<file path="src/rtl/bk_adder_pipe.sv">
// Three-stage pipelined Brent-Kung adder/subtractor with valid/ready flow control.
// Stage 1 forms p/g, stage 2 holds the up-sweep tree, stage 3 resolves carries and flags.
module bk_adder_pipe #(
  parameter int WIDTH = 32
) (
  input  logic             clk,
  input  logic             rst_n,
  input  logic             in_valid,
  output logic             in_ready,
  input  logic [WIDTH-1:0] a,
  input  logic [WIDTH-1:0] b,
  input  logic             cin,
  input  logic             sub,
  output logic             out_valid,
  input  logic             out_ready,
  output logic [WIDTH-1:0] sum,
  output logic             cout,
  output logic             ovf,
  output logic             zero
);
  localparam int LOG = $clog2(WIDTH);

  generate
    if (WIDTH < 4 || (WIDTH & (WIDTH - 1)) != 0) begin : gen_bad_width
      $error("bk_adder_pipe: WIDTH must be a power of 2 and >= 4");
    end
  endgenerate

  // Handshake: a beat moves on any edge where valid && ready. A stage loads when
  // it is empty or the stage after it loads, so bubbles collapse under stall and
  // in_ready depends only on pipeline state, never on in_valid.
  logic v1, v2, v3;
  logic en1, en2, en3;

  assign en3       = !v3 || out_ready;
  assign en2       = !v2 || en3;
  assign en1       = !v1 || en2;
  assign in_ready  = en1;
  assign out_valid = v3;

  always_ff @(posedge clk or negedge rst_n) begin
    if (!rst_n) begin
      v1 <= 1'b0;
      v2 <= 1'b0;
      v3 <= 1'b0;
    end else begin
      if (en1) v1 <= in_valid;
      if (en2) v2 <= v1;
      if (en3) v3 <= v2;
    end
  end

  // Stage 1: subtract is A + ~B + ~borrow
  logic [WIDTH-1:0] bx;
  logic [WIDTH-1:0] p1, g1;
  logic             c0_1;

  assign bx = sub ? ~b : b;

  always_ff @(posedge clk) begin
    if (en1) begin
      p1   <= a ^ bx;
      g1   <= a & bx;
      c0_1 <= sub ? ~cin : cin;
    end
  end

  // Up-sweep: at level l, node i (with i+1 a multiple of 2^l) absorbs the group
  // ending 2^(l-1) below it; other positions pass their level l-1 value through.
  for (genvar l = 0; l <= LOG; l++) begin : gen_up
    logic [WIDTH-1:0] gv, pv;
    if (l == 0) begin : gen_base
      assign gv = g1;
      assign pv = p1;
    end else begin : gen_lvl
      for (genvar i = 0; i < WIDTH; i++) begin : gen_bit
        if (((i + 1) % (1 << l)) == 0) begin : gen_node
          assign gv[i] = gen_up[l-1].gv[i] |
                         (gen_up[l-1].pv[i] & gen_up[l-1].gv[i - (1 << (l - 1))]);
          assign pv[i] = gen_up[l-1].pv[i] & gen_up[l-1].pv[i - (1 << (l - 1))];
        end else begin : gen_pass
          assign gv[i] = gen_up[l-1].gv[i];
          assign pv[i] = gen_up[l-1].pv[i];
        end
      end
    end
  end

  logic [WIDTH-1:0] up_g2, up_p2, p2;
  logic             c0_2;

  always_ff @(posedge clk) begin
    if (en2) begin
      up_g2 <= gen_up[LOG].gv;
      up_p2 <= gen_up[LOG].pv;
      p2    <= p1;
      c0_2  <= c0_1;
    end
  end

  // Down-sweep: node i covers bits (i-span+1..i) with span = lowest set bit of
  // i+1; its carry-out chains off the carry at i-span, or off c0 for a full prefix.
  logic [WIDTH-1:0] carry;

  for (genvar i = 0; i < WIDTH; i++) begin : gen_dn
    localparam int SPAN = (i + 1) & ~i;
    logic c_node;
    if (SPAN == i + 1) begin : gen_root
      assign c_node = up_g2[i] | (up_p2[i] & c0_2);
    end else begin : gen_fill
      assign c_node = up_g2[i] | (up_p2[i] & gen_dn[i-SPAN].c_node);
    end
    assign carry[i] = c_node;
  end

  logic [WIDTH-1:0] sum_next;
  assign sum_next = p2 ^ {carry[WIDTH-2:0], c0_2};

  always_ff @(posedge clk or negedge rst_n) begin
    if (!rst_n) begin
      sum  <= '0;
      cout <= 1'b0;
      ovf  <= 1'b0;
      zero <= 1'b0;
    end else if (en3) begin
      sum  <= sum_next;
      cout <= carry[WIDTH-1];
      ovf  <= carry[WIDTH-1] ^ carry[WIDTH-2];
      zero <= (sum_next == '0);
    end
  end

endmodule
</file>
<file path="config.mk">
export PLATFORM = sky130hd
export DESIGN_NAME = bk_adder_pipe
export DESIGN_NICKNAME = d
export VERILOG_FILES = /design/src/rtl/bk_adder_pipe.sv
export SDC_FILE = /design/constraint.sdc
export NUM_CORES = 1
export LEC_CHECK = 0
export CORE_ASPECT_RATIO = 0.75
export CORE_MARGIN = 4
export CORE_UTILIZATION = 40
export CTS_CLUSTER_DIAMETER = 30
export CTS_CLUSTER_SIZE = 14
export DETAILED_ROUTE_END_ITERATION = 6
export GPL_TIMING_DRIVEN = 0
export PLACE_DENSITY = 0.71
export SYNTH_ARGS = -nofsm -noshare
export SYNTH_HDL_FRONTEND = slang
export SYNTH_SLANG_ARGS = --single-unit
</file>
<file path="constraint.sdc">
create_clock -name clk -period 4.19 [get_ports clk]
set_clock_uncertainty 0.2 [all_clocks]
set_input_delay 0.838 -clock clk [delete_from_list [all_inputs] [get_ports clk]]
set_output_delay 0.838 -clock clk [all_outputs]
set_load 0.005 [all_outputs]
</file>
==> results.cfg, run 1 <==
[run_status]
run_status = finished, final reports clean

[sta]
setup_tns_ns = 0
tightest_slew_ns = 0.868
setup_viol = 0
fin_crit_ns = 3.99
hold_viol = 0
slew_viol_final = 0
rsz0062_at_grt = no
fmax_mhz = 250
relSlewSlack_pct = 42.1
setup_slack_ns = 0.197
whs_ns = 0.224
fin_crit_sh_pct = 95.3

[placement]
dp_hpwl_mm = 10.7
dpl.cell_count = 837
gp_congestion = 0.825
post-place-ws_ns = -0.144
placed_area_um2 = 8820
numPortBuffers = 105

[worst_setup_path]
cp.required_ns = 3.15
slowest_delay_ns = 0.60
crit_fanout = 34
cpMostUsedCell = clkdlybuf4s50_1
crit_type = primary input to primary output
ff2ff_path_depth = 9
path_cells = clkdlybuf4s50_1 -> nor2b_1 -> clkbuf_1 -> nand3_4 -> clkdlybuf4s50_1
worst_r2r_endpoint = zero
critPathLaunchType = primary input
arrival_ns = 2.96
endpoint_kind = primary output
reg2reg_slack_ns = 1.39
cp_num_buf_inv = 3
crit_slowest_cell = clkdlybuf4s50_1
crit_family = buffers and inverters
r2r-start = c0_2

[pwr]
p_seq_share_pct = 50.0
power_density_nw_per_um2 = 546
power_frac_comb_pct = 18.1
finalPower_mw = 5.17
ir_worst_vdd_mv = 0.290
switching_share_pct = 25.4
p_clk_share_pct = 31.9
cellLeakagePower_nw = 3.93
power.switching_mw = 1.31
power.internal_mw = 3.86

[synth]
avgSynthCellArea_um2 = 15.2
ys_warn_count = 0
synth_seq_area_share_pct = 71.8
synth_fp_nets = 607
netlist_area_um2 = 7430
async_reset_ff_share_pct = 20.7
ys_ff_latch = 184
synth.distinct_cells = 30
synth_ff_type = edfxtp_1
syn_inst = 489
synth_edf_count = 146

[clocking]
clockBufferDepth = 2
cts_root_buffer = clkbuf_16
post-cts-setup-buffers = 0
cts_tree = yes
hold_buffers = 0
cts.clk_slew.worst_paths_ns = 0.06
cts_max_level = 4
numCtsBuffers = 17
clk_latency_ns = 0.43
cts_resized = 0
clock_sinks = 184

[worst_hold_path]
min_from = c0_1
hp-class = flip-flop to flip-flop
min_to = c0_2
hold_depth = 0

[route]
firstDrtPassIters = 4
drc_errors = 0
avgViaCountPerCell = 4.83
wire_per_inst_um = 16.4
vias = 4201
routed_wl_mm = 14.3
final_antenna_net_count = 0
drt_iter0_markers = 264

[global_routing]
overflow = 0
grt_pass1_vias = 4316
grt_first_pass_wirelength_mm = 22.4
grt_max_degree = 51
antenna_found_initial = 0
grtUsageTotal_pct = 14.3

[layout]
design_area_um2 = 9470
layout-drive-gt1-share_pct = 6.37
final_cell_mix = edfxtp_1, clkdlybuf4s50_1, nand2_1, xor2_1, ha_1
syn_to_final_growth_pct = 27.4
nets = 733
mostFrequentLayoutCell = edfxtp_1
layout.cells.non_filler = 870
final_util_pct = 52.8
diodes = 0

[floorplan]
start_util_pct = 41.5
row_count = 42
io_pins = 107
die_w_um = 165
core-area_um2 = 17900
die_h_um = 126
dieArea_um2 = 20800

[job]
maxCapViolations = 0
==> final cells by class <==
type	count	area (µm²)
Fill cell	1466	8450
Sequential cell	184	5340
Buffer	12	48.8
Tap cell	242	303
Clock inverter	6	40.0
Multi-Input combinational cell	289	2060
Inverter	5	18.8
Clock buffer	26	596
Timing Repair Buffer	106	1070
==> layer usage <==
layer  GRT usage (%)  vias to the layer above  share of wire (%)
met5               0                        -                  0
met4            3.93                        0               0.96
met3            5.09                       11                7.4
met2            22.1                      117                 47
met1            19.1                     2036                 45
li1                -                     2037                  -
==> cell usage after synthesis (6+ instances only) <==
library cell	n	share of area (%)
a21o_1	27	2.7
a21oi_1	6	0.40
and2_1	10	0.84
and3_1	6	0.51
clkbuf_1	9	0.45
dfrtp_1	38	13
edfxtp_1	146	59
ha_1	48	8.1
nand2_1	70	3.5
nand3_1	6	0.40
nor2_1	18	0.91
o21ai_0	14	0.94
xor2_1	49	5.8
==> registers in the layout, summed over array words and instances, names as in the netlist, 16 cells and up <==
name / cells
up_g2: 32
g1: 32
p2: 16
gen_up.pv: 32
sum: 32
up_p2: 32
==> power by group through the flow <==
stage               Clock, mW  Sequential, mW  Combinational, mW
floorplan                   0            2.57              0.416
global placement            0            2.62              0.910
detailed placement          0            2.63              0.942
CTS                      1.68            2.59              0.950
global route             1.76            2.62               1.04
finish                   1.65            2.58              0.936
==> kinds of logic (layout without fill, tap and decap cells) <==
| family | Yosys count | count (layout) | synth area share [%] |
|---|---|---|---|
| simple gates | 128 | 129 | 7.71 |
| fa+ha+maj | 48 | 48 | 8.08 |
| compound gates | 62 | 62 | 5.62 |
| buf+inv | 17 | 155 | 0.909 |
| xor+xnor | 50 | 50 | 5.89 |
| flops | 184 | 184 | 71.8 |
==> worst max-delay path by stage <==
stage	startpoint	endpoint	slack, ns	cells past startpoint
after detailed placement	out_ready	in_ready	-0.14	5
final	out_ready	in_ready	0.20	5
after CTS	out_ready	in_ready	0.15	5
after global routing	out_ready	in_ready	0.02	5
after global placement	out_ready	in_ready	-1.63	5
after floorplan	out_ready	c0_1	0.41	3
==> worst reg2reg max path, delay by kind of cell, from the launching register on <==
kind                       cells  cell delay [ns]
AOI/OAI and AO/OA              4             0.85
xor gates and xnor gates       1             0.35
adders and majority gates      1             0.17
DFF                            1             0.53
and+or+nand+nor                3             0.64
==> what timing repair did <==
action,CTS,global route
pin swaps,1,1
endpoints found under the setup margin,1,1
cloned,1,0
Note: power is estimated with default switching activity, not from simulation.
==> run 2: changes to the inputs <==
- PLACE_DENSITY: 0.71 -> 0.73
- clock period: 4.19 -> 3.2 ns (I/O delays scaled with it)
==> run 2 against run 1 <==
- routed wire length rose by 4.8%
- sequential power rose by 31%
- register-to-register slack got worse by 0.95 ns
==> results.cfg, run 2 (synthesis gave the netlist of run 1 again) <==
[sta]
setup_viol = 0
fin_crit_sh_pct = 94.6
tightest_slew_ns = 0.907
hold_viol = 0
slew_viol_final = 0
fin_crit_ns = 3.03
fmax_mhz = 330
relSlewSlack_pct = 39.5
rsz0062_at_grt = no
whs_ns = 0.119

[pwr]
power_density_nw_per_um2 = 707
switching_share_pct = 26.3
p_clk_share_pct = 30.7
cellLeakagePower_nw = 3.90
power_frac_comb_pct = 18.5
ir_worst_vdd_mv = 0.384
p_seq_share_pct = 50.9
power.switching_mw = 1.75
power.internal_mw = 4.91

[clocking]
cts_root_buffer = clkbuf_16
cts_tree = yes
cts.clk_slew.worst_paths_ns = 0.07
clk_latency_ns = 0.43
clockBufferDepth = 2
numCtsBuffers = 17
cts_max_level = 4
hold_buffers = 0
clock_sinks = 184

[route]
final_antenna_net_count = 0
drc_errors = 0
vias = 4226
avgViaCountPerCell = 4.85
route.met2.wl_mm = 6.82
wl_met3_mm = 1.03
routed_wl_mm = 15.0
firstDrtPassIters = 5
wire_per_inst_um = 17.2
wl_met1_mm = 6.92
drt_iter0_markers = 313
routed.top_layer = met4

[global_routing]
grt_max_degree = 43
grt_pass1_vias = 4394
grt_first_pass_wirelength_mm = 23.5
overflow = 0
grtUsageTotal_pct = 15.1
antenna_found_initial = 0

[worst_setup_path]
critPathLaunchType = primary input
arrival_ns = 2.19
slowest_delay_ns = 0.50
endpoint_kind = primary output
ff2ff_path_depth = 9
endpoint = in_ready
cpMostUsedCell = clkdlybuf4s50_1
crit_slowest_cell = clkdlybuf4s50_1
crit_start = out_ready
worst_r2r_endpoint = zero
reg2reg_slack_ns = 0.44
cp_num_buf_inv = 3
crit_fanout = 10
r2r-start = c0_2
cp.required_ns = 2.36
cp.depth = 5
path_cells = clkdlybuf4s50_1 -> nor2b_1 -> clkbuf_2 -> nand3_4 -> clkdlybuf4s50_1
crit_type = primary input to primary output
crit_family = buffers and inverters

[floorplan]
die_w_um = 165
io_pins = 107
start_util_pct = 41.5
row_count = 42
die_h_um = 126
core-area_um2 = 17900
dieArea_um2 = 20800

[placement]
gp_congestion = 0.841
dp_hpwl_mm = 10.8
numPortBuffers = 105

[layout]
mostFrequentLayoutCell = edfxtp_1
n_fill_cell = 1466
layout-drive-gt1-share_pct = 6.67
final_cell_mix = edfxtp_1, clkdlybuf4s50_1, nand2_1, xor2_1, ha_1
nets = 735
diodes = 0
final_util_pct = 52.6
syn_to_final_growth_pct = 26.9

[run_status]
run_status = finished, final reports clean

[job]
maxCapViolations = 0

[worst_hold_path]
hp-class = primary input to async pin
[run 2: cell types whose count changed in the layout (fill, tap and decap cells not counted), moves of 2 or more]
cell        change
inv_4           -3
clkbuf_1        -2
clkbuf_16       -5
bufinv_16       +2
clkinvlp_4      +2
clkbuf_8        -3
inv_6           +3
clkinv_4        +2
clkinv_1        +2
[run 2: per-layer routing]
layer	vias up	GRT usage [%]
met2	122	22.6
li1	2042	-
met4	0	4.75
met1	2045	20.8
met5	-	0
met3	17	5.32
[run 2: how the worst min path moves through the flow]
| stage | startpoint | depth (start not counted) | slack, ns | endpoint |
|---|---|---|---|---|
| after global routing | rst_n | 1 | 0.17 | sum[12] |
| after detailed placement | c0_1 | 0 | 0.23 | c0_2 |
| after CTS | rst_n | 1 | 0.11 | sum[12] |
| after floorplan | rst_n | 0 | 0.14 | cout |
| final | rst_n | 1 | 0.12 | sum[12] |
| after global placement | c0_1 | 0 | 0.21 | c0_2 |
[run 2: worst reg2reg max path, delay by kind of cell (launching register included)]
kind	cells	cell delay, ns
compound gates	4	0.90
xor+xnor	1	0.32
fa+ha+maj	1	0.18
flops	1	0.54
simple gates	3	0.55
[run 2: timing repair]
action | CTS | global route
resized for setup | 1 | 0
endpoints found under the setup margin | 1 | 0
setup buffers | 1 | 0
[run 2: layout make-up]
class	instances	area, µm²	share of cell area, %
Tap cell	242	303	3.21
Multi-Input combinational cell	290	2070	22.0
Inverter	5	18.8	0.199
Clock buffer	17	425	4.51
Buffer	12	50.0	0.531
Sequential cell	184	5340	56.6
Clock inverter	15	153	1.62
Timing Repair Buffer	107	1070	11.4
[run 2: stage by stage]
stage / std cells / power (mW) / worst slack [ns] / area, µm² / TNS (ns)
after floorplan: 489 / 3.91 / 0.431 / 7440 / 0
after global placement: 836 / 4.61 / -1.22 / 8790 / -52.38
after detailed placement: 837 / 4.66 / -0.750 / 8820 / -0.750
after CTS: 872 / 6.73 / 0.155 / 9430 / 0
after global routing: 872 / 6.99 / 0.0800 / 9430 / 0
final: 872 / 6.66 / 0.173 / 9430 / 0
[run 2: power groups by stage]
stage / registers, mW / logic [mW] / clock network (mW)
floorplan: 3.36 / 0.546 / 0
global placement: 3.42 / 1.19 / 0
detailed placement: 3.44 / 1.23 / 0
CTS: 3.39 / 1.25 / 2.08
global route: 3.44 / 1.37 / 2.18
finish: 3.39 / 1.23 / 2.04
==> edit 1, RTL diff (config.mk and constraints of run 1) <==
`WIDTH`: 32 -> 16.
--- a/src/rtl/bk_adder_pipe.sv
+++ b/src/rtl/bk_adder_pipe.sv
@@ -1,7 +1,7 @@
 // Three-stage pipelined Brent-Kung adder/subtractor with valid/ready flow control.
 // Stage 1 forms p/g, stage 2 holds the up-sweep tree, stage 3 resolves carries and flags.
 module bk_adder_pipe #(
-  parameter int WIDTH = 32
+  parameter int WIDTH = 16
 ) (
   input  logic             clk,
   input  logic             rst_n,
Ports: changed (resized a, b and sum); port bits go from 107 to 59. No check against the original RTL was run, so the function may have changed too.
==> edit 1 against run 1 <==
Sequential cell count down 88; sequential power decreased by 48%; worst setup slack improved by 0.065 ns; largest cell class unchanged; routed wire length down 53%; maximum frequency is 1.7% higher; synthesized area shrank 48%; highest routed layer unchanged; power decreased by 48%; design area shrank 48%.
==> edit 1: results (changes against run 1) <==
outcome complete, no violations; GPL Wtd Cong 0.7889 (-4.4%); Final HPWL DP 4937 um (-54%); GR Util met2 0.1999 (-0.02154); R2R Setup Slk 1.86 ns (+0.47 ns); worst skew pair latency 0.34 ns (-0.09 ns); fin nets 390 (-47%); Async SR Flop Fraction 0.2292 (+0.02264); M1 wire length 3061 um (-52%); ranking of synthesized cells by area edfxtp_1 57%, dfrtp_1 14%, ha_1 7.7%, xor2_1 5.6%, nand2_1 3.7%; placed cells 445 (-47%); Via density 4.677 (-3.1%); Pint 2.031 mW (-47%); critical path arrival 2.89 ns (-0.07 ns); CP max-delay cell nand3_2; Clk pwr share 0.322 (+0.003); TritonCTS Buffers 9 (-8); Synth Net Count 322 (-47%); GR Util met3 0.05381 (+0.002862); Fmax 254.6 MHz (+1.7%); fill cell count 776 (-47%); met2 routed wirelength 3167 um (-53%); Worst Path Max Fanout 35 (+2.9%); Area after DPL 0.004633 mm2 (-47%); Leak 2.028 nW (-48%); Total Wirelength 6675 um (-53%); hold slack 0.2288 ns (+0.005288 ns); number of H-tree levels 3 (-1); Setup WS pre-CTS 0.2329 ns (+0.3765 ns); overall routing resource usage 0.1256 (-0.01696); Post-synth EDFFs 74 (-49%); drt first-iter violations 105 (-60%); Port Buffers 57 (-46%)
edit 1: cell count changes in the layout (fill, tap and decap cells not counted), moves of 18 or more:
cell / run 1 / this run
edfxtp_1: 146 / 74
clkdlybuf4s50_1: 104 / 57
nand2_1: 69 / 37
ha_1: 48 / 24
xor2_1: 49 / 25
a21o_1: 27 / 9
edit 1: logic make-up (layout without fill, tap and decap cells):
kind of cell | after synthesis | in the layout | share of synthesized area
flops | 96 | 96 | 0.7119
simple gates | 70 | 70 | 0.08352
compound gates | 33 | 33 | 0.05461
xor+xnor | 26 | 26 | 0.05846
fa+ha+maj | 24 | 24 | 0.07710
buf+inv | 11 | 84 | 0.01445
edit 1: layout make-up:
cell class                 count  area, um2  share of cell area
multi-input combinational    153       1074              0.2168
buffer                         6      37.54            0.007581
timing repair buffer          57      570.5              0.1152
inverter                       5      18.77            0.003791
tap                          128      160.2             0.03235
clock buffer                  13      250.2             0.05054
sequential                    96       2773              0.5600
clock inverter                 3      67.56             0.01365
==> edit 2, RTL diff (flow settings as in run 1) <==
Made on the original files. Register the output `ovf` once more, with the module's reset; this adds one clock of latency there. The other outputs are not delayed to match.
--- a/src/rtl/bk_adder_pipe.sv
+++ b/src/rtl/bk_adder_pipe.sv
@@ -19,6 +19,8 @@
   output logic             zero
 );
   localparam int LOG = $clog2(WIDTH);
+
+  logic ovf_s0;
 
   generate
     if (WIDTH < 4 || (WIDTH & (WIDTH - 1)) != 0) begin : gen_bad_width
@@ -120,14 +122,22 @@
     if (!rst_n) begin
       sum  <= '0;
       cout <= 1'b0;
-      ovf  <= 1'b0;
+      ovf_s0 <= 1'b0;
       zero <= 1'b0;
     end else if (en3) begin
       sum  <= sum_next;
       cout <= carry[WIDTH-1];
-      ovf  <= carry[WIDTH-1] ^ carry[WIDTH-2];
+      ovf_s0 <= carry[WIDTH-1] ^ carry[WIDTH-2];
       zero <= (sum_next == '0);
     end
   end
 
+  always_ff @(posedge clk or negedge rst_n) begin
+    if (!rst_n) begin
+      ovf <= '0;
+    end else begin
+      ovf <= ovf_s0;
+    end
+  end
+
 endmodule
Function: changed (Yosys sat finds a counterexample within 4 cycles, from zero or initial values and one cycle with rst_n low).
==> edit 2 against run 1 <==
Core utilization shrank 0.79 points; synthesized area is 0.34% higher; via count up 0.38%; sequential cell count up 1; synthesized cell count rose by 0.20%; non-clock buffer count unchanged; worst setup slack worse by 0.062 ns; critical path depth did not move; power is 5.4% lower; routed wire length up 1.4%; count of clock-buffer cells in the layout down 6; design area fell by 1.2%.
==> edit 2: results (changes against run 1) <==
Peak supply drop 0.0002834 V (-2.2%); critical path arrival 3.02 ns (+0.06 ns); Synth Net Count 608 (+0.16%); drt first-iter violations 298 (+13%); outcome complete, no violations; WL/cell 16.64 um (+1.4%); Sink Count 185 (+0.54%); Fmax 246.6 MHz (-1.5%); fin nets 734 (+0.14%); Setup WS pre-CTS -0.1669 ns (-0.02335 ns); drt first pass iters 5 (+1); synth cell count leaders 146 x edfxtp_1, 70 x nand2_1, 49 x xor2_1, 48 x ha_1, 39 x dfrtp_1; synthesized instance count 490 (+0.20%); Sequential Area 0.005360 mm2 (+0.47%); Area after DPL 0.008846 mm2 (+0.28%); overall routing resource usage 0.1433 (+0.0007440); Via density 4.847 (+0.38%); Worst Hold Launch ovf_s0; ranking of synthesized cells by area edfxtp_1 59%, dfrtp_1 13%, ha_1 8.1%, xor2_1 5.8%, nand2_1 3.5%; worst r2r path cells 10 (+1); Leak 3.864 nW (-1.7%); placed cells 838 (+0.12%); clkbuf count 20 (-23%); sequential share of the synthesized area 0.7188 (+0.0009468); layout cell share with drive strength beyond 1 0.05414 (-0.009554); Hold Path End ovf
## edit 2: cell count changes after synthesis, sizes merged
| cell | run 1 | this run |
|---|---|---|
| clkbuf | 9 | 8 |
| buf | 3 | 4 |
| dfrtp | 38 | 39 |
## edit 2: logic make-up (layout without fill, tap and decap cells)
kind of cell | count (synthesis) | count (layout) | synth area share
flip-flops | 185 | 185 | 0.7188
AND/OR/NAND/NOR | 128 | 129 | 0.07684
AO/OA/AOI/OAI | 62 | 62 | 0.05604
XOR/XNOR | 50 | 50 | 0.05872
adder cells (fa/ha/maj) | 48 | 48 | 0.08054
buffers and inverters | 17 | 154 | 0.009060
## edit 2: critical path, delay by kind of cell
| family | cells | cell delay, ns |
|---|---|---|
| buffers and inverters | 3 | 1.49 |
| and+or+nand+nor | 2 | 0.65 |
## edit 2: layer usage
metal  global-route usage  share of wire
met5                    0              0
met4              0.04947          0.015
met3              0.04480          0.059
met2               0.2327           0.48
met1               0.1841           0.45
